<file path="src/rtl/ring_counter_pkg.sv">
// Shared types and helper functions for the multi-mode ring counter.
// Vectors are carried at RC_MAX_W bits; bits at and above the active width are always zero.
package ring_counter_pkg;

  localparam int RC_MAX_W = 64;
  localparam int RC_IDX_W = 6;

  typedef logic [RC_MAX_W-1:0] rc_vec_t;
  typedef logic [RC_IDX_W-1:0] rc_idx_t;

  typedef enum logic {
    RC_RING    = 1'b0,
    RC_JOHNSON = 1'b1
  } rc_mode_e;

  // Ones in bits [width-1:0], zeros above.
  function automatic rc_vec_t rc_mask(int width);
    rc_vec_t m;
    for (int i = 0; i < RC_MAX_W; i++) begin
      m[i] = (i < width);
    end
    return m;
  endfunction

  function automatic rc_vec_t rc_home(rc_mode_e mode, int width);
    rc_vec_t h;
    h = (mode == RC_RING) ? rc_vec_t'(1) : '0;
    return h & rc_mask(width);
  endfunction

  // One advance step; Johnson differs from ring only by the inverted feedback bit.
  function automatic rc_vec_t rc_next(rc_vec_t q, rc_mode_e mode, logic dir, int width);
    rc_vec_t n;
    rc_idx_t msb;
    logic    twist;
    msb   = rc_idx_t'(width - 1);
    twist = (mode == RC_JOHNSON);
    if (!dir) begin
      n    = q << 1;
      n[0] = q[msb] ^ twist;
    end else begin
      n      = q >> 1;
      n[msb] = q[0] ^ twist;
    end
    return n & rc_mask(width);
  endfunction

  // Ring: exactly one bit set. Johnson: at most one boundary between adjacent bits.
  function automatic logic rc_legal(rc_vec_t q, rc_mode_e mode, int width);
    rc_vec_t edges;
    if (mode == RC_RING) begin
      return ($countones(q & rc_mask(width)) == 1);
    end
    edges = (q ^ (q >> 1)) & rc_mask(width - 1);
    return ($countones(edges) <= 1);
  endfunction

endpackage

</file>
<file path="src/rtl/ring_state_check.sv">
// Combinational legality checker for the ring counter state.
// Only instantiated when RING_CNT_ERR_DETECT_EN is defined.
module ring_state_check
  import ring_counter_pkg::*;
#(
  parameter int C_WIDTH = 4
) (
  input  logic [C_WIDTH-1:0] q,
  input  logic               mode,
  output logic               illegal
);

  rc_vec_t q_ext;

  // NOTE: every combinational output gets a default first, so no path leaves it unassigned and no latch is inferred.
  always_comb begin
    q_ext              = '0;
    q_ext[C_WIDTH-1:0] = q;
    illegal            = !rc_legal(q_ext, rc_mode_e'(mode), C_WIDTH);
  end

endmodule

</file>
<file path="src/rtl/ring_counter_mm.sv">
// Multi-mode (one-hot ring / Johnson) up/down counter with preload, terminal count and revolution counter.
// Optional illegal-state recovery and sticky ERR flag under macro RING_CNT_ERR_DETECT_EN.
module ring_counter_mm
  import ring_counter_pkg::*;
#(
  parameter int C_WIDTH    = 4,
  parameter int C_REV_BITS = 8
) (
  input  logic                  CK,
  input  logic                  RST,
  input  logic                  EN,
  input  logic                  DIR,
  input  logic                  MODE,
  input  logic                  LOAD,
  input  logic [C_WIDTH-1:0]    LOAD_VAL,
  output logic [C_WIDTH-1:0]    Q,
  output logic                  TC,
  output logic [C_REV_BITS-1:0] REV_CNT,
  output logic                  ERR
);

  rc_mode_e              mode_q, mode_in, mode_d;
  logic [C_WIDTH-1:0]    q, q_d, nxt, home_cur, home_new;
  logic [C_REV_BITS-1:0] rev_cnt, rev_d;
  logic                  mode_switch, tc, illegal;

  rc_vec_t q_ext, nxt_ext, home_cur_ext, home_new_ext;

  assign mode_in     = rc_mode_e'(MODE);
  assign mode_switch = (mode_in != mode_q);

  always_comb begin
    q_ext              = '0;
    q_ext[C_WIDTH-1:0] = q;
    nxt_ext            = rc_next(q_ext, mode_q, DIR, C_WIDTH);
    home_cur_ext       = rc_home(mode_q, C_WIDTH);
    home_new_ext       = rc_home(mode_in, C_WIDTH);
    nxt                = nxt_ext[C_WIDTH-1:0];
    home_cur           = home_cur_ext[C_WIDTH-1:0];
    home_new           = home_new_ext[C_WIDTH-1:0];
  end

  // A mode change takes one edge of its own, so the terminal count is masked for that edge.
  assign tc = EN & ~LOAD & ~mode_switch & (nxt == home_cur);

`ifdef RING_CNT_ERR_DETECT_EN
  logic err_q;

  ring_state_check #(
    .C_WIDTH(C_WIDTH)
  ) u_state_check (
    .q      (q),
    .mode   (logic'(mode_q)),
    .illegal(illegal)
  );

  always_ff @(posedge CK or negedge RST) begin
    if (!RST) begin
      err_q <= 1'b0;
    end else if (illegal) begin
      err_q <= 1'b1;
    end
  end

  assign ERR = err_q;
`else
  assign illegal = 1'b0;
  assign ERR     = 1'b0;
`endif

  // Priority: preload, mode switch, illegal-state recovery, advance, hold.
  always_comb begin
    q_d    = q;
    mode_d = mode_q;
    rev_d  = rev_cnt;
    if (LOAD) begin
      q_d = LOAD_VAL;
    end else if (mode_switch) begin
      q_d    = home_new;
      mode_d = mode_in;
      rev_d  = '0;
    end else if (illegal) begin
      q_d = home_cur;
    end else if (EN) begin
      q_d = nxt;
      if (tc) begin
        rev_d = rev_cnt + C_REV_BITS'(1);
      end
    end
  end

  // NOTE: state registers use non-blocking assignments so every flop samples pre-edge values.
  always_ff @(posedge CK or negedge RST) begin
    if (!RST) begin
      q       <= C_WIDTH'(1);
      mode_q  <= RC_RING;
      rev_cnt <= '0;
    end else begin
      q       <= q_d;
      mode_q  <= mode_d;
      rev_cnt <= rev_d;
    end
  end

  assign Q       = q;
  assign TC      = tc;
  assign REV_CNT = rev_cnt;

endmodule

</file>
<file path="config.mk">
export PLATFORM = sky130hd
export DESIGN_NAME = ring_counter_mm
export DESIGN_NICKNAME = d
export VERILOG_FILES = /design/src/rtl/ring_counter_pkg.sv /design/src/rtl/ring_state_check.sv /design/src/rtl/ring_counter_mm.sv
export SDC_FILE = /design/constraint.sdc
export NUM_CORES = 1
export LEC_CHECK = 0
export CORE_AREA = 2 2 74 48
export DETAILED_ROUTE_END_ITERATION = 8
export DIE_AREA = 0 0 76 50
export GPL_TIMING_DRIVEN = 0
export MAX_ROUTING_LAYER = met4
export PLACE_DENSITY_LB_ADDON = 0.1
export SYNTH_ARGS = -nofsm -noshare
export SYNTH_HDL_FRONTEND = slang
export SYNTH_SLANG_ARGS = --single-unit
</file>
<file path="constraint.sdc">
create_clock -name CK -period 4.5 [get_ports CK]
set_clock_uncertainty 0.1 [all_clocks]
set_input_delay 0.45 -clock CK [delete_from_list [all_inputs] [get_ports CK]]
set_output_delay 0.45 -clock CK [all_outputs]
set_load 0.1 [all_outputs]
</file>
==> report_table.html <==
<table>
<tr><th>Metric</th><th>Value</th></tr>
<tr><th colspan="2">Status</th></tr>
<tr><td>Outcome</td><td>complete, no violations</td></tr>
<tr><th colspan="2">Die</th></tr>
<tr><td>Count of standard-cell rows</td><td>16</td></tr>
<tr><td>CORE AREA</td><td>0.00310 mm^2</td></tr>
<tr><td>I/O pin count</td><td>24</td></tr>
<tr><td>Effective utilization at floorplan</td><td>28.5%</td></tr>
<tr><td>Die area</td><td>roughly 0.0038 mm^2</td></tr>
<tr><td>Vertical die dimension</td><td>approximately 50 um</td></tr>
<tr><td>Width of the die</td><td>76 um</td></tr>
<tr><th colspan="2">Synth</th></tr>
<tr><td>Area fraction of the dominant cell type after synthesis</td><td>roughly a third</td></tr>
<tr><td>Top cells by instance count after synthesis</td><td>sky130_fd_sc_hd__dfrtp_1 (12), sky130_fd_sc_hd__nand2_1 (12), sky130_fd_sc_hd__a21oi_1 (10)</td></tr>
<tr><td>Proportion of synthesized chip area in sequential cells</td><td>37.0%</td></tr>
<tr><td>Number of flip-flops and latches in the synthesized netlist</td><td>13</td></tr>
<tr><td>Total nets after synthesis</td><td>around 110</td></tr>
<tr><td>Cell type contributing the most total cell area after synthesis</td><td>sky130_fd_sc_hd__dfrtp_1</td></tr>
<tr><td>Post-Syn Area</td><td>883 um^2</td></tr>
<tr><td>Synthesized area divided by synthesized cell count</td><td>9.20 um^2</td></tr>
<tr><td>Netlist cell types</td><td>40</td></tr>
<tr><td>Flip-flop cell with the highest count after synthesis</td><td>sky130_fd_sc_hd__dfrtp_1</td></tr>
<tr><td>Top cells by area in the synthesized netlist</td><td>sky130_fd_sc_hd__dfrtp_1 (34%), sky130_fd_sc_hd__a21oi_1 (5.7%), sky130_fd_sc_hd__nand2_1 (5.1%), sky130_fd_sc_hd__o31ai_1 (3.4%), sky130_fd_sc_hd__or4_1 (3.4%)</td></tr>
<tr><td>Number of synthesized flops with an enable pin</td><td>0</td></tr>
<tr><td>Ys async rst share</td><td>100%</td></tr>
<tr><td>Cell count after synthesis</td><td>96</td></tr>
<tr><td>Yosys synthesis warning count</td><td>0</td></tr>
<tr><th colspan="2">CTS</th></tr>
<tr><td>Buffer type at the clock tree root</td><td>sky130_fd_sc_hd__clkbuf_8</td></tr>
<tr><td>Maximum level of the CTS H-tree</td><td>1</td></tr>
<tr><td>Post-cts sizing count</td><td>0</td></tr>
<tr><td>Number of buffers between clock root and the deepest sink</td><td>2</td></tr>
<tr><td>Clk pin slew, worst setup/hold paths</td><td>60 ps</td></tr>
<tr><td>Number of clock sinks seen by CTS</td><td>13</td></tr>
<tr><td>Later-pin clock latency in the skew report</td><td>around 240 ps</td></tr>
<tr><td># Post-CTS Setup Buffers</td><td>0</td></tr>
<tr><td>Number of buffers created by CTS</td><td>3</td></tr>
<tr><td>Hold buffers post-CTS</td><td>0</td></tr>
<tr><td>TritonCTS clock tree</td><td>yes</td></tr>
<tr><th colspan="2">Global route</th></tr>
<tr><td>Initial antenna violation count</td><td>0</td></tr>
<tr><td>Aggregate global-route resource usage</td><td>between 10% and 20%</td></tr>
<tr><td>Global-route wire length before repair</td><td>just under 4000 um</td></tr>
<tr><td>Maximum number of pins on one net before global-route repair</td><td>14</td></tr>
<tr><td>Overflow left after global routing</td><td>0</td></tr>
<tr><td>Number of global-route vias before repair</td><td>730</td></tr>
<tr><th colspan="2">Placed design</th></tr>
<tr><td>Count of buffers from port buffering</td><td>21</td></tr>
<tr><td>Global placer's final weighted congestion</td><td>0.812</td></tr>
<tr><td>Area of placed instances</td><td>roughly 0.0011 mm^2</td></tr>
<tr><td>HPWL after detailed placement</td><td>~1700 um</td></tr>
<tr><th colspan="2">Setup path</th></tr>
<tr><td>Buf/Inv on CP</td><td>3</td></tr>
<tr><td>Top cell family by delay on the critical path</td><td>buffers and inverters</td></tr>
<tr><td>Worst flop-to-flop path endpoint</td><td>REV_CNT[5]</td></tr>
<tr><td>Largest stage delay on the critical path</td><td>between 1000 and 1500 ps</td></tr>
<tr><td>Worst-path fanout max</td><td>10</td></tr>
<tr><td>Nature of the critical path endpoint</td><td>output port</td></tr>
<tr><td>Critical Path AT</td><td>3410 ps</td></tr>
<tr><td>Depth of the worst register-to-register path</td><td>6</td></tr>
<tr><td>Critical path depth in cells</td><td>6</td></tr>
<tr><td>Critical Setup Path Class</td><td>input pin to output port</td></tr>
<tr><td>Worst setup path startpoint</td><td>DIR</td></tr>
<tr><td>Cell seen most often among critical-path stages</td><td>sky130_fd_sc_hd__clkdlybuf4s50_1</td></tr>
<tr><td>Worst reg2reg startpoint</td><td>Q[0]</td></tr>
<tr><td>Cell-by-cell trace of the critical path</td><td>clkdlybuf4s50_1 -&gt; buf_6 -&gt; mux2i_2 -&gt; nand2_1 -&gt; a211oi_1 -&gt; clkdlybuf4s50_1</td></tr>
<tr><td>Worst reg2reg setup slack</td><td>2520 ps</td></tr>
<tr><td>Worst-path cell with the longest stage delay</td><td>sky130_fd_sc_hd__clkdlybuf4s50_1</td></tr>
<tr><td>Endpoint required time on the critical path</td><td>between 3000 and 4000 ps</td></tr>
<tr><td>Worst setup endpoint</td><td>TC</td></tr>
<tr><td>Critical Path Source Type</td><td>input pin</td></tr>
<tr><th colspan="2">Detailed routing</th></tr>
<tr><td>Number of iterations in the first detailed-routing pass</td><td>4</td></tr>
<tr><td>Routed WL</td><td>approximately 2300 um</td></tr>
<tr><td>Post-DR vias/cell</td><td>between 4 and 5</td></tr>
<tr><td>Number of DRC markers after the initial detailed-route iteration</td><td>52</td></tr>
<tr><td>Routed Antenna Nets</td><td>0</td></tr>
<tr><td>Average routed wire per standard cell</td><td>approximately 14 um</td></tr>
<tr><td>DRC violations left</td><td>0</td></tr>
<tr><td>Total via count after detailed routing</td><td>797</td></tr>
<tr><th colspan="2">Cells and area</th></tr>
<tr><td>Fin area</td><td>0.00119 mm^2</td></tr>
<tr><td>Post-Route Utilization</td><td>38.5%</td></tr>
<tr><td>Storage element area</td><td>327 um^2</td></tr>
<tr><td>Proportion of layout cells with a drive suffix above 1</td><td>around an eighth</td></tr>
<tr><td>Layout overhead on the synthesized area</td><td>35.3%</td></tr>
<tr><td>Antenna diodes</td><td>0</td></tr>
<tr><td>Multi-input logic area</td><td>505 um^2</td></tr>
<tr><td>Net total in the final layout</td><td>between 100 and 150</td></tr>
<tr><td>Final-layout fill cell count</td><td>300</td></tr>
<tr><th colspan="2">Min path</th></tr>
<tr><td>Min-Delay Path Class</td><td>input pin to flop</td></tr>
<tr><th colspan="2">Timing</th></tr>
<tr><td>Final clock period utilization by the worst path</td><td>just under 90%</td></tr>
<tr><td>Final Hold Viols</td><td>0</td></tr>
<tr><td>Endpoints failing setup</td><td>0</td></tr>
<tr><td>Sum Neg Setup Slack</td><td>0 ps</td></tr>
<tr><td>Relative max-transition margin</td><td>34.9%</td></tr>
<tr><td>Worst slew pin tran</td><td>973 ps</td></tr>
<tr><td>Achievable clock frequency</td><td>between 0.2 and 0.3 GHz</td></tr>
<tr><td>Number of pins with negative max-slew slack in the final report</td><td>0</td></tr>
<tr><td>RSZ-0062 raised after global routing</td><td>no</td></tr>
<tr><td>Final min period</td><td>3960 ps</td></tr>
<tr><th colspan="2">Power and ir drop</th></tr>
<tr><td>P per Cell Area</td><td>292 mW/mm^2</td></tr>
<tr><td>Leakage power total</td><td>0.447 nW</td></tr>
<tr><td>Peak ir drop on the vdd network</td><td>0.126 mV</td></tr>
<tr><th colspan="2">Flow run</th></tr>
<tr><td>Count of max-cap constraint violations</td><td>0</td></tr>
</table>
==> per-layer routing <==
layer  vias up  share of wire, %  global-route usage, %
met4         0              0.57                   2.73
met5         -                 0                      -
met2        18                39                   17.6
met1       374                55                   20.0
met3         2               5.3                   4.76
li1        403                 -                      -
==> worst reg2reg max path, delay by kind of cell (launching register included) <==
family,cells,cell delay (ps)
AND/OR/NAND/NOR,2,600
buffers and inverters,2,330
AO/OA/AOI/OAI,2,350
flip-flops,1,530
==> flip-flops by register name, summed over array words and instances, names as in the netlist <==
register / cells
Q: 4
REV_CNT: 8
mode_q: 1
==> layout make-up <==
type / count / area share [%]
inverter: 2 / 0.628
sequential: 13 / 27.3
clock buffer: 4 / 3.77
buffer: 6 / 3.66
tap: 45 / 4.71
timing repair buffer: 21 / 17.6
multi-input combinational: 75 / 42.3
==> power by group <==
group,switching [mW],internal [mW]
Sequential,0.00735,0.123
Clock,0.0449,0.0626
Combinational,0.0736,0.0373
Total,0.126,0.223
==> layout by cell type (no fill, tap or decap), types with 3 or more instances in the layout <==
cell type,netlist,routed
sky130_fd_sc_hd__a21oi_1,10,10
sky130_fd_sc_hd__clkbuf_8,0,3
sky130_fd_sc_hd__clkdlybuf4s50_1,0,21
sky130_fd_sc_hd__dfrtp_1,12,12
sky130_fd_sc_hd__nand2_1,12,12
sky130_fd_sc_hd__nor2_1,5,5
sky130_fd_sc_hd__nor2b_1,3,3
sky130_fd_sc_hd__o21ai_0,5,5
sky130_fd_sc_hd__o31ai_1,4,4
sky130_fd_sc_hd__or4_1,4,4
==> logic make-up after synthesis <==
group | after synthesis | share of synthesized area (%)
AO/OA/AOI/OAI | 29 | 22.8
XOR/XNOR | 3 | 2.98
adder cells (fa/ha/maj) | 1 | 1.42
buffers and inverters | 8 | 5.81
flip-flops | 13 | 37.0
multiplexers | 3 | 3.97
other | 1 | 0.425
AND/OR/NAND/NOR | 38 | 25.6
==> how the worst min path moves through the flow <==
stage / from / endpoint / cells past startpoint
final: LOAD / Q[3] / 3
after global routing: LOAD / Q[3] / 3
after CTS: LOAD / Q[3] / 3
after detailed placement: REV_CNT[7] / REV_CNT[7] / 2
after global placement: REV_CNT[7] / REV_CNT[7] / 2
after floorplan: RST / Q[1] / 0
==> per-stage QoR <==
stage | worst slack [ps] | power [mW] | hold WS (ps) | instances
2_1_floorplan | 137 | 0.212 | 54.4 | 96
3_3_place_gp | 568 | 0.242 | 442 | 162
4_1_cts | 566 | 0.354 | 422 | 166
5_1_grt | 370 | 0.368 | 463 | 166
3_5_place_dp | 602 | 0.243 | 446 | 162
6_report | 535 | 0.349 | 427 | 166
(Power assumes the default switching activity.)
